**config.mk**
```make
export PLATFORM = sky130hd
export DESIGN_NAME = branch_resolution_queue
export DESIGN_NICKNAME = d
export VERILOG_FILES = /design/src/rtl/brq_pkg.sv /design/src/rtl/branch_resolution_queue.sv
export SDC_FILE = /design/constraint.sdc
export NUM_CORES = 1
export LEC_CHECK = 0
export ABC_AREA = 1
export ABC_CLOCK_PERIOD_IN_PS = 4420
export CAP_MARGIN = 20
export CORE_AREA = 2 2 122 124
export DETAILED_ROUTE_END_ITERATION = 10
export DIE_AREA = 0 0 124 126
export HOLD_SLACK_MARGIN = 0.08
export PLACE_DENSITY = 0.6
export SLEW_MARGIN = 30
export SYNTH_ARGS = -nofsm -noshare
export SYNTH_HDL_FRONTEND = slang
export SYNTH_SLANG_ARGS = --single-unit
```
**constraint.sdc**
```tcl
create_clock -name clk -period 4.42 [get_ports clk]
set_clock_uncertainty 0.05 [all_clocks]
set_input_delay 1.326 -clock clk [delete_from_list [all_inputs] [get_ports clk]]
set_output_delay 1.326 -clock clk [all_outputs]
set_load 0.02 [all_outputs]
```
**src/rtl/brq_pkg.sv**
```systemverilog
// Shared types and constants for the branch resolution queue.
// Entry layout, statistic width and a pointer-wrap helper.
package brq_pkg;

    localparam int BRQ_DEF_ADDR_W = 16;
    localparam int BRQ_STAT_W     = 16;

    typedef struct packed {
        logic [BRQ_DEF_ADDR_W-1:0] addr;
        logic                      pred;
    } brq_entry_t;

    // Advance a circular pointer, wrapping at an arbitrary depth.
    function automatic int brq_wrap(input int p, input int depth);
        return (p == depth - 1) ? 0 : p + 1;
    endfunction

endpackage

```
**src/rtl/branch_resolution_queue.sv**
```systemverilog
// In-order queue of predicted branches; resolves the oldest entry,
// pops on a correct prediction and flushes with a redirect on a miss.
module branch_resolution_queue
    import brq_pkg::*;
#(
    parameter int DEPTH      = 4,
    parameter int ADDR_WIDTH = 16
) (
    input  logic                       clk,
    input  logic                       rst_n,
    input  logic                       stall,
    input  logic                       push,
    input  logic [ADDR_WIDTH-1:0]      push_addr,
    input  logic                       push_pred,
    input  logic                       resolve,
    input  logic                       resolve_taken,
    output logic                       head_valid,
    output logic                       head_pred,
    output logic [ADDR_WIDTH-1:0]      head_addr,
    output logic                       full,
    output logic                       empty,
    output logic [$clog2(DEPTH+1)-1:0] count,
    output logic                       mispredict,
    output logic [ADDR_WIDTH-1:0]      redirect_addr,
    output logic                       overflow,
    output logic [BRQ_STAT_W-1:0]      mispredict_cnt
);

    localparam int CNT_W = $clog2(DEPTH + 1);
    localparam int PTR_W = $clog2(DEPTH);

    typedef struct packed {
        logic [ADDR_WIDTH-1:0] addr;
        logic                  pred;
    } entry_t;

    entry_t                r_mem [DEPTH];
    logic [PTR_W-1:0]      r_head;
    logic [PTR_W-1:0]      r_tail;
    logic [CNT_W-1:0]      r_count;
    logic                  r_overflow;
    logic                  r_mispredict;
    logic [ADDR_WIDTH-1:0] r_redirect;
    logic [BRQ_STAT_W-1:0] r_mis_cnt;

    entry_t           w_head_e;
    logic             w_full;
    logic             w_empty;
    logic             w_res_valid;
    logic             w_correct;
    logic             w_mis;
    logic             w_push_ok;
    logic             w_push_drop;
    logic [PTR_W-1:0] w_head_nxt;
    logic [PTR_W-1:0] w_tail_nxt;

    assign w_head_e    = r_mem[r_head];
    assign w_full      = (r_count == CNT_W'(DEPTH));
    assign w_empty     = (r_count == '0);
    assign w_res_valid = resolve && !w_empty;
    assign w_correct   = w_res_valid && (resolve_taken == w_head_e.pred);
    assign w_mis       = w_res_valid && (resolve_taken != w_head_e.pred);
    // A push alongside a miss is wrong-path work and is discarded.
    assign w_push_ok   = push && !w_mis && (!w_full || w_correct);
    assign w_push_drop = push && !w_mis && w_full && !w_correct;
    assign w_head_nxt  = PTR_W'(brq_wrap(int'(r_head), DEPTH));
    assign w_tail_nxt  = PTR_W'(brq_wrap(int'(r_tail), DEPTH));

    assign head_valid     = !w_empty;
    assign head_pred      = w_empty ? 1'b0 : w_head_e.pred;
    assign head_addr      = w_empty ? '0 : w_head_e.addr;
    assign full           = w_full;
    assign empty          = w_empty;
    assign count          = r_count;
    assign mispredict     = r_mispredict;
    assign redirect_addr  = r_redirect;
    assign overflow       = r_overflow;
    assign mispredict_cnt = r_mis_cnt;

    // Queue storage, pointers, occupancy and recovery state.
    always_ff @(posedge clk or negedge rst_n) begin
        if (!rst_n) begin
            for (int i = 0; i < DEPTH; i++) begin
                r_mem[i] <= '0;
            end
            r_head       <= '0;
            r_tail       <= '0;
            r_count      <= '0;
            r_overflow   <= 1'b0;
            r_mispredict <= 1'b0;
            r_redirect   <= '0;
            r_mis_cnt    <= '0;
        end else if (stall) begin
            r_mispredict <= 1'b0;
        end else begin
            r_mispredict <= w_mis;
            if (w_mis) begin
                r_redirect <= w_head_e.addr;
                r_head     <= '0;
                r_tail     <= '0;
                r_count    <= '0;
                if (r_mis_cnt != '1) begin
                    r_mis_cnt <= r_mis_cnt + 1'b1;
                end
            end else begin
                if (w_correct) begin
                    r_head <= w_head_nxt;
                end
                if (w_push_ok) begin
                    r_mem[r_tail] <= '{addr: push_addr, pred: push_pred};
                    r_tail        <= w_tail_nxt;
                end
                if (w_push_ok && !w_correct) begin
                    r_count <= r_count + 1'b1;
                end else if (!w_push_ok && w_correct) begin
                    r_count <= r_count - 1'b1;
                end
                if (w_push_drop) begin
                    r_overflow <= 1'b1;
                end
            end
        end
    end

endmodule

```
==> impl_results.md <==
* Worst path bufs/invs at 2
* Gpl congestion at 0.885
* RSZ-0062 raised after global routing: no
* Clk slew on worst S/H paths at 0.08 ns
* Die H at 126 um
* Die ar. at 15600 um^2
* Maxcap violations at 0
* Synth area leader: dfrtp_1
* Synthesized cell area at 5570 um^2
* RR Endpoint: r_mem[32]
* Worst Hold Class: flip-flop to flip-flop
* Post-synth net total at 686
* Final worst setup slack at 0.310 ns
* Worst setup SP type: flip-flop
* Final hold vios at 0
* # hold bufs at CTS at 0
* Post-CTS Setup Bufs at 0
* YS warnings at 0
* Critical Path RT at 3.04 ns
* Pwr Total at 4890 uW
* CP Max Fanout at 25
* Die width at 124 um
* Later-pin clock latency in the skew report at 0.35 ns
* Critical path class: flip-flop to output port
* Final period util at 0.930
* Tmin final at 4.11 ns
* CTS HTree Levels at 3
* Non-Filler Instances at 898
* Hold-critical path endpoint: overflow
* Final net count at 739
* Fmax at 0.243 GHz
* Cells after DPL at 882
* Synth Register Bits at 109
* R2R setup slack at 1.26 ns
* Post-synth ARST share at 1.00
* Post-synth top area share at 0.490
* Starting DRT DRC Count at 382
* Place WS at 0.741 ns
* Final setup violation count at 0
* Top FF cell, synth: dfrtp_1
* Boundary Pins at 80
* Maximum buffer depth of the clock tree at 2
* CTS Root Cell: clkbuf_16
* Commonest cells post-synth: nand2_1, dfrtp_1, nand4_1
* Number of synthesized flops with an enable pin at 0
* Family with the most delay on the worst path: flip-flops
* Syn Area/Cell at 8.49 um^2
* Cell Pwr Density at 733 nW/um^2
* Share of layout cells above drive strength 1 at 0.0686
* Placement Rows at 44
* Cell variety after synth at 35
* VDD IR max at 0.241 mV
* Worst rel slew slack at 0.323
* Mapped Cells at 656
* Layout area overhead at 19.8%
* # clock sinks at 109
* Resized cells post-CTS at 0
* Top cells by area, synth: dfrtp_1, nand2_1, nand4_1
* Final ANT Viol Nets at 0
* Antenna violations before repair at 0
* Cts bufs inserted at 9
* LEAKAGE at 0.00311 uW
* Slew Limit Fails at 0
* Vias in the first global route at 4611
* WL/cell at 16.7 um
* CP arrival at 2.73 ns
* Tightest Pin Transition at 1.02 ns
* Cell Chain, Critical Path: buf_4, nand2_1, a32o_1, nor2_1, clkdlybuf4s50_1
* Worst Min Path Start: overflow
* CP max-delay cell: dfrtp_1
* Total global-route track usage at 0.199
* Grt ovf at 0
* Core area at 14300 um^2
* Via count at 4773
* Hold path depth at 1
* Antenna fix cells at 0
* DR DRC count at 0
* CP startpoint: r_head[0]
* Vias per std cell at 5.32
* Initial core utilization at 0.389
* R2r startpoint: r_head[0]
* Worst r2r path cells at 10
* Register area share after synthesis at 0.490
* Port bufs at 79
* CTS tree: done
* Status: finished clean
* Pre-antenna DRT Iters at 5
* Top-count cell post-synth: nand2_1
* First-pass GRT wire length at 24500 um
* Largest net degree at the start of global routing at 78
* Setup TNS Final at 0 ns
* Worst setup EP type: output port
* Worst path max stage delay at 0.94 ns
* Detailed Route WL at 15000 um
* DP HPWL at 10100 um
[how the worst max path moves through the flow]
stage / end / slack [ns] / depth (start not counted)
after floorplan: head_addr[10] / 1.48 / 5
after global placement: head_addr[1] / 0.79 / 5
after detailed placement: head_addr[15] / 0.74 / 5
after CTS: head_addr[15] / 0.35 / 5
after global routing: head_addr[1] / 0.19 / 5
final: head_addr[1] / 0.31 / 5
[cell families after synthesis]
kind of cell    share of synthesized area
fa+ha+maj                          0.0171
buf+inv                            0.0690
simple gates                        0.330
compound gates                     0.0708
xor+xnor                           0.0236
flops                               0.490
[per-stage QoR]
step                hold WS, ns  cell area [um^2]   util
floorplan                 0.399              5570      -
global placement          0.403              6380  0.446
detailed placement        0.408              6380  0.446
CTS                       0.423              6680  0.466
global route              0.445              6680  0.466
finish                    0.423              6680  0.466
[state kept, by name, indices dropped and copies added (netlist names)]
signal          count
count               3
mispredict          1
redirect_addr      16
r_tail              2
r_head              2
overflow            1
r_mem              68
mispredict_cnt     16
[routing by layer]
metal	part of all wire	vias to the layer above	GRT usage
met5	0	-	0
met4	0.021	0	0.0681
met3	0.045	27	0.0222
met2	0.46	158	0.310
met1	0.47	2278	0.288
li1	-	2310	-
[cell usage in the layout (no fill, tap or decap), drive strengths merged]
cell           count
nand2            247
dfrtp            109
clkdlybuf4s50     78
nand4             77
nor2              34
inv               34
o21ai             23
nand3             20
a21oi             19
a32o              16
xor2              11
clkbuf            11
nor3               7
buf                7
ha                 6
xnor2              4
nand3b             3
clkinvlp           2
a211oi             1
a22oi              1
a31o               1
fa                 1
bufinv             1
clkinv             1
[power breakdown]
group / leakage [uW] / internal, uW / switching [uW]
registers: 0.00140 / 1400 / 331
clock network: 0.000136 / 441 / 367
logic: 0.00157 / 929 / 1420
total: 0.00311 / 2770 / 2120
[layout make-up]
| cell class | instances | area [um^2] |
|---|---|---|
| clock buffer | 11 | 233 |
| clock inverter | 5 | 58.8 |
| fill | 1371 | 7640 |
| inverter | 33 | 134 |
| multi-input combinational | 471 | 2460 |
| sequential | 109 | 2730 |
| tap | 184 | 230 |
| timing repair buffer | 85 | 833 |
No activity file was read; power rests on OpenSTA's default activity.
==> edit 1: new RTL, config.mk and constraints unchanged <==
Register the output `mispredict_cnt` once more; this adds one clock of latency there. The other outputs are not delayed to match.
--- a/src/rtl/branch_resolution_queue.sv
+++ b/src/rtl/branch_resolution_queue.sv
@@ -75,7 +75,9 @@
     assign mispredict     = r_mispredict;
     assign redirect_addr  = r_redirect;
     assign overflow       = r_overflow;
-    assign mispredict_cnt = r_mis_cnt;
+    always_ff @(posedge clk) begin
+        mispredict_cnt <= r_mis_cnt;
+    end
 
     // Queue storage, pointers, occupancy and recovery state.
     always_ff @(posedge clk or negedge rst_n) begin
Behaviour: not the same (a bounded check fails within 4 cycles, from zero or initial values and one cycle with rst_n low).
==> edit 1 against the unedited design <==
Critical path depth unchanged; design area grew 9.6%; critical endpoint is now head_addr[5]; via count is 4.9% higher; total power rose by 16%; core utilization rose by 4.5 points; wire length rose by 0.68%; setup slack better by 0.31 ns; global-route usage increased by 0.65 points; area after synthesis rose by 7.1%; sequential share of layout area grew 0.81 points; die area stayed put; sequential cell count increased by 16.
==> edit 1: results (changes against the unedited design) <==
* Status: complete, no violations
* Total count of hold-check failures in the final report: 0 (unchanged)
* Peak ir drop on the vdd network: 0.000417 V (+73%)
- The level count of the clock H-tree was 4 (+1).
* # resized after CTS: 0 (unchanged)
- The post-CTS repair timing setup buffer count is 0 (unchanged).
- The maximum number of pins on one net before global-route repair came to 82 (+5.1%).
* Data arrival time of the worst path: 2.43 ns (-0.30 ns)
* Largest register FFs: 68 (unchanged)
- Min-delay src: r_mis_cnt[5]
- The share of synthesized flip-flops with an asynchronous set or reset is 0.872 (-0.128).
- Stage delay of the slowest cell on the critical path: 0.61 ns (-0.33 ns)
- Pre-Repair DR Iteration Count: 5 (unchanged)
- The sequential area share after synthesis was 0.511 (+0.0215).
* Total nets after synthesis: 704 (+2.6%)
- Instance area after placement: 6740 sq um (+5.6%)
- Cell types with the highest counts after synthesis: 239 x nand2_1, 109 x dfrtp_1, 74 x nand4_1
- Distinct cells, synth: 34 (-2.9%)
- The total track usage was 0.206 (+0.00651).
* Average wire length per cell after detail routing: 16.2 microns (-2.8%)
- Ranked by flip-flop count, first place goes to r_mem.
- The fraction of final layout cells sized beyond drive strength 1 was 0.0938 (+0.0252).
* Number of CTS-inserted buffers: 17 (+8)
* Worst slew slack as a fraction of its limit: 0.344 (+0.0208)
* Reg2Reg Launch Point: r_head[1]
- The tree is rooted in a clkbuf_16.
- On the critical path, the stage with the largest delay is an instance of clkdlybuf4s50_1.
* Number of diodes: 0 (unchanged)
* Worst skew pair latency: 0.42 ns (+0.07 ns)
- Total of buffers placed on input and output ports: 79 (unchanged)
* Main area contributors after synthesis: dfrtp_1 46%, nand2_1 15%, nand4_1 7.8%
* Number of nets in the finished design: 763 (+3.2%)
- Warning count from the yosys run: 0 (unchanged)
- Number of flops mapped to enable cells by yosys: 0 (unchanged)
- The violation count after the first detailed-routing iteration came to 501 (+31%).
* Vias in the first global route: 4864 (+5.5%)
* Fill cell count: 1291 (-5.8%)
- Min-Delay Path Class: flip-flop to flip-flop
* Via density: 5.38 (+1.3%)
- Maximum fanout along the worst path: 34 (+36%)
- Leakage component of the power: 3.42 nW (+10%)
- The global placer's final weighted congestion is 0.781 (-12%).
* Antenna violations before repair: 0 (unchanged)
* Detailed placement HPWL: 8960 microns (-11%)
* Clock-pin slew reported for the worst setup and hold paths after clock tree synthesis: 0.06 ns (-0.02 ns)
- The global-route wire length before repair came to 24800 microns (+0.99%).
* Number of buffers on the longest clock path: 2 (unchanged)
* Startpoint Class: flip-flop
[edit 1: changes by cell type after synthesis, moves of 3 or more]
| cell | change |
|---|---|
| dfxtp_1 | +16 |
| buf_2 | +13 |
| clkbuf_1 | -9 |
| buf_4 | -5 |
| buf_6 | +5 |
| buf_1 | -4 |
| nand2_1 | -4 |
| nor2_4 | -3 |
| o21ai_1 | +3 |
[edit 1: final timing paths]
check	end	slack [ns]	cells past startpoint
min in group asynchronous	overflow	0.80	1
worst min register to register	mispredict_cnt[5]	0.36	0
worst max-delay path	head_addr[5]	0.62	5
worst min-delay path	mispredict_cnt[5]	0.36	0
worst max register to register	r_mem[24]	1.68	9
max in group asynchronous	r_mem[53]	2.73	2
[edit 1: stage by stage]
step	instances	setup WS (ns)	hold WS [ns]
global placement	898	0.986	0.339
finish	930	0.618	0.356
floorplan	674	1.46	0.317
detailed placement	898	0.904	0.333
global route	930	0.456	0.360
CTS	930	0.588	0.356
[edit 1: where the power goes]
group	switching [mW]	internal (mW)
Combinational	1.52	0.962
Clock	0.537	0.798
Sequential	0.272	1.60
Total	2.33	3.36
[edit 1: critical path: cells and delay by family (launching register included)]
| kind | cells | cell delay, ns |
|---|---|---|
| buf+inv | 2 | 1.10 |
| simple gates | 1 | 0.10 |
| compound gates | 2 | 0.37 |
| flops | 1 | 0.43 |
[edit 1: area by class of cell]
cell class / count / area, sq um / share of cell area
inverter: 35 / 144 / 0.0197
clock inverter: 14 / 135 / 0.0185
sequential: 125 / 3050 / 0.417
timing repair buffer: 83 / 831 / 0.114
multi-input combinational: 471 / 2490 / 0.340
clock buffer: 18 / 439 / 0.0601
tap: 184 / 230 / 0.0315
[edit 1: routing by layer]
metal,routed length (microns),GRT usage,share of wire,up-vias
met5,0,0,0,-
met4,169,0.0701,0.011,0
met3,784,0.0448,0.052,15
met2,7010,0.321,0.46,170
met1,7110,0.283,0.47,2441
li1,-,-,-,2381
[edit 1: logic make-up after synthesis]
kind of cell,after synthesis,synth area share
DFF,125,0.511
buffers and inverters,78,0.0720
xor gates and xnor gates,15,0.0220
and+or+nand+nor,388,0.313
AOI/OAI and AO/OA,61,0.0657
adders and majority gates,7,0.0159
==> edit 2: new RTL, same flow settings <==
Without the edit above. `BRQ_STAT_W`: 16 -> 32.
--- a/src/rtl/brq_pkg.sv
+++ b/src/rtl/brq_pkg.sv
@@ -3,7 +3,7 @@
 package brq_pkg;
 
     localparam int BRQ_DEF_ADDR_W = 16;
-    localparam int BRQ_STAT_W     = 16;
+    localparam int BRQ_STAT_W     = 32;
 
     typedef struct packed {
         logic [BRQ_DEF_ADDR_W-1:0] addr;
Ports: changed (resized mispredict_cnt); port bits go from 80 to 96. No check against the original RTL was run, so the function may have changed too.
==> edit 2 against the unedited design <==
Critical path depth is the same; setup slack better by 0.20 ns; design area grew 22%; sequential power grew 6%; total power up 17%; sequential cell count is 16 higher; core utilization up 10 points; sequential share of layout area down 2.6 points; first-iteration DRC count is 41% higher; wire length is 22% higher; non-clock buffer count is 16 higher; critical path type unchanged; area after synthesis grew 20%; maximum frequency up 5.2%.
==> edit 2: results (changes against the unedited design) <==
- The run finished with clean final reports.
* Routability congestion estimate: 0.881 (-0.47%)
* Adder-cell share of the synthesized area: 0.0143 (-0.00281)
- The worst hold path terminates at r_mem[61].
- The number of instances on the worst hold path came to 2 (+1).
* Multiplexer fraction of the synthesized cell area: 0 (unchanged)
- The global-route wire length before repair is 29800 microns (+22%).
- Peak ir drop on the vdd network: 0.000328 V (+36%)
- Via density: 5.49 (+3.2%)
* Total track usage: 0.246 (+0.0474)
- Final Hold Slack: 0.429 ns (+0.00608 ns)
* Stage delay of the slowest cell on the critical path: 0.68 ns (-0.26 ns)
- Critical path's top delay family: buffers and inverters
* Detailed placement HPWL: 12300 microns (+22%)
- Leakage component of the power: 3.81 nW (+23%)
- The instance count after placement with tap cells included came to 1048 (+19%).
- The fraction of met1 tracks used by global routing is 0.336 (+0.0483).
- The compound-cell area share of the yosys netlist came to 0.0610 (-0.00979).
* Number of nets in the finished design: 913 (+24%)
* Worst slew slack as a fraction of its limit: 0.347 (+0.0240)
* Post-synthesis sequential area ratio: 0.469 (-0.0207)
- Count of cells along the worst register-to-register path: 10 (unchanged)
- The clock slew seen by the registers of the worst setup and hold paths was 0.05 ns (-0.03 ns).
- Number of DRC violations after detailed-routing iteration 0: 539 (+41%)
- The clock buffer count from CTS came to 17 (+8).
- The count of different cell masters after synthesis was 36 (+2.9%).
- The xor/xnor share of the synthesized area is 0.0355 (+0.0119).
- Cells after synthesis: 809 (+23%)
- The setup slack on the worst flop-to-flop path was 1.46 ns (+0.20 ns).
- GR met3 Demand/Resource: 0.0503 (+0.0281)
* Total nets after synthesis: 839 (+22%)
- Vias in the first global route: 5747 (+25%)
* Maximum fanout along the worst path: 14 (-44%)
* Final routed wirelength across all metal layers: 18300 microns (+22%)
- The number of standard cells in the final layout excluding fillers came to 1077 (+20%).
- The setup slack at placement is 0.927 ns (+0.186 ns).
- In this run the most critical hold path is launched from r_mem[61].
* Number of levels the H-tree was split into: 4 (+1)
- Total of buffers placed on input and output ports: 95 (+20%)
* Pin count of the biggest net entering global routing: 71 (-9.0%)
edit 2: cell types whose count changed after synthesis, sizes merged, moves of 8 or more:
cell    before  now
nand2      247  316
clkbuf      22   14
dfrtp      109  125
nor2        34   68
buf         21   32
xor2        11   21
edit 2: power breakdown:
part / total, mW / internal, mW / switching, mW
registers: 1.84 / 1.55 / 0.296
logic: 2.55 / 0.981 / 1.57
clock network: 1.35 / 0.863 / 0.484
total: 5.74 / 3.39 / 2.35
edit 2: per-layer routing:
layer / wire [microns] / vias up
li1: - / 2841
met1: 8230 / 2902
met2: 8920 / 144
met3: 834 / 22
met4: 273 / 0
met5: 0 / -
edit 2: area by class of cell:
| class | count | area (sq um) |
|---|---|---|
| Clock buffer | 23 | 478 |
| Clock inverter | 6 | 87.6 |
| Fill cell | 1337 | 6150 |
| Inverter | 40 | 160 |
| Multi-Input combinational cell | 598 | 3080 |
| Sequential cell | 125 | 3130 |
| Tap cell | 184 | 230 |
| Timing Repair Buffer | 101 | 1010 |
edit 2: logic make-up after synthesis:
family                   after synthesis
flip-flops                           125
AO/OA/AOI/OAI                         64
XOR/XNOR                              27
AND/OR/NAND/NOR                      500
adder cells (fa/ha/maj)                7
buffers and inverters                 86
edit 2: how the worst max path moves through the flow:
stage,from,endpoint,slack [ns],depth (start not counted)
after floorplan,count[0],head_addr[10],1.52,6
after global placement,r_head[0],head_addr[5],0.94,5
after detailed placement,resolve,r_mem[9],0.93,9
after CTS,r_head[0],head_addr[13],0.50,5
after global routing,r_head[0],head_addr[4],0.39,5
final,r_head[0],head_addr[5],0.51,5
edit 2: worst register-to-register path: stages (launching register included):
cell     delay [ns]
dfrtp_1        0.41
inv_2          0.09
nand2_2        0.08
nor2_2         0.69
buf_4          0.25
nor2_4         0.05
nand3_2        0.13
nand2_4        0.10
nor2_8         0.68
nand4_1        0.25
nand2_1        0.12
edit 2: metrics by stage:
step           instance area (sq um)  utilization
3_3_place_gp                    7600        0.531
6_report                        8170        0.571
4_1_cts                         8170        0.571
3_5_place_dp                    7600        0.531
5_1_grt                         8170        0.571
2_1_floorplan                   6670            -
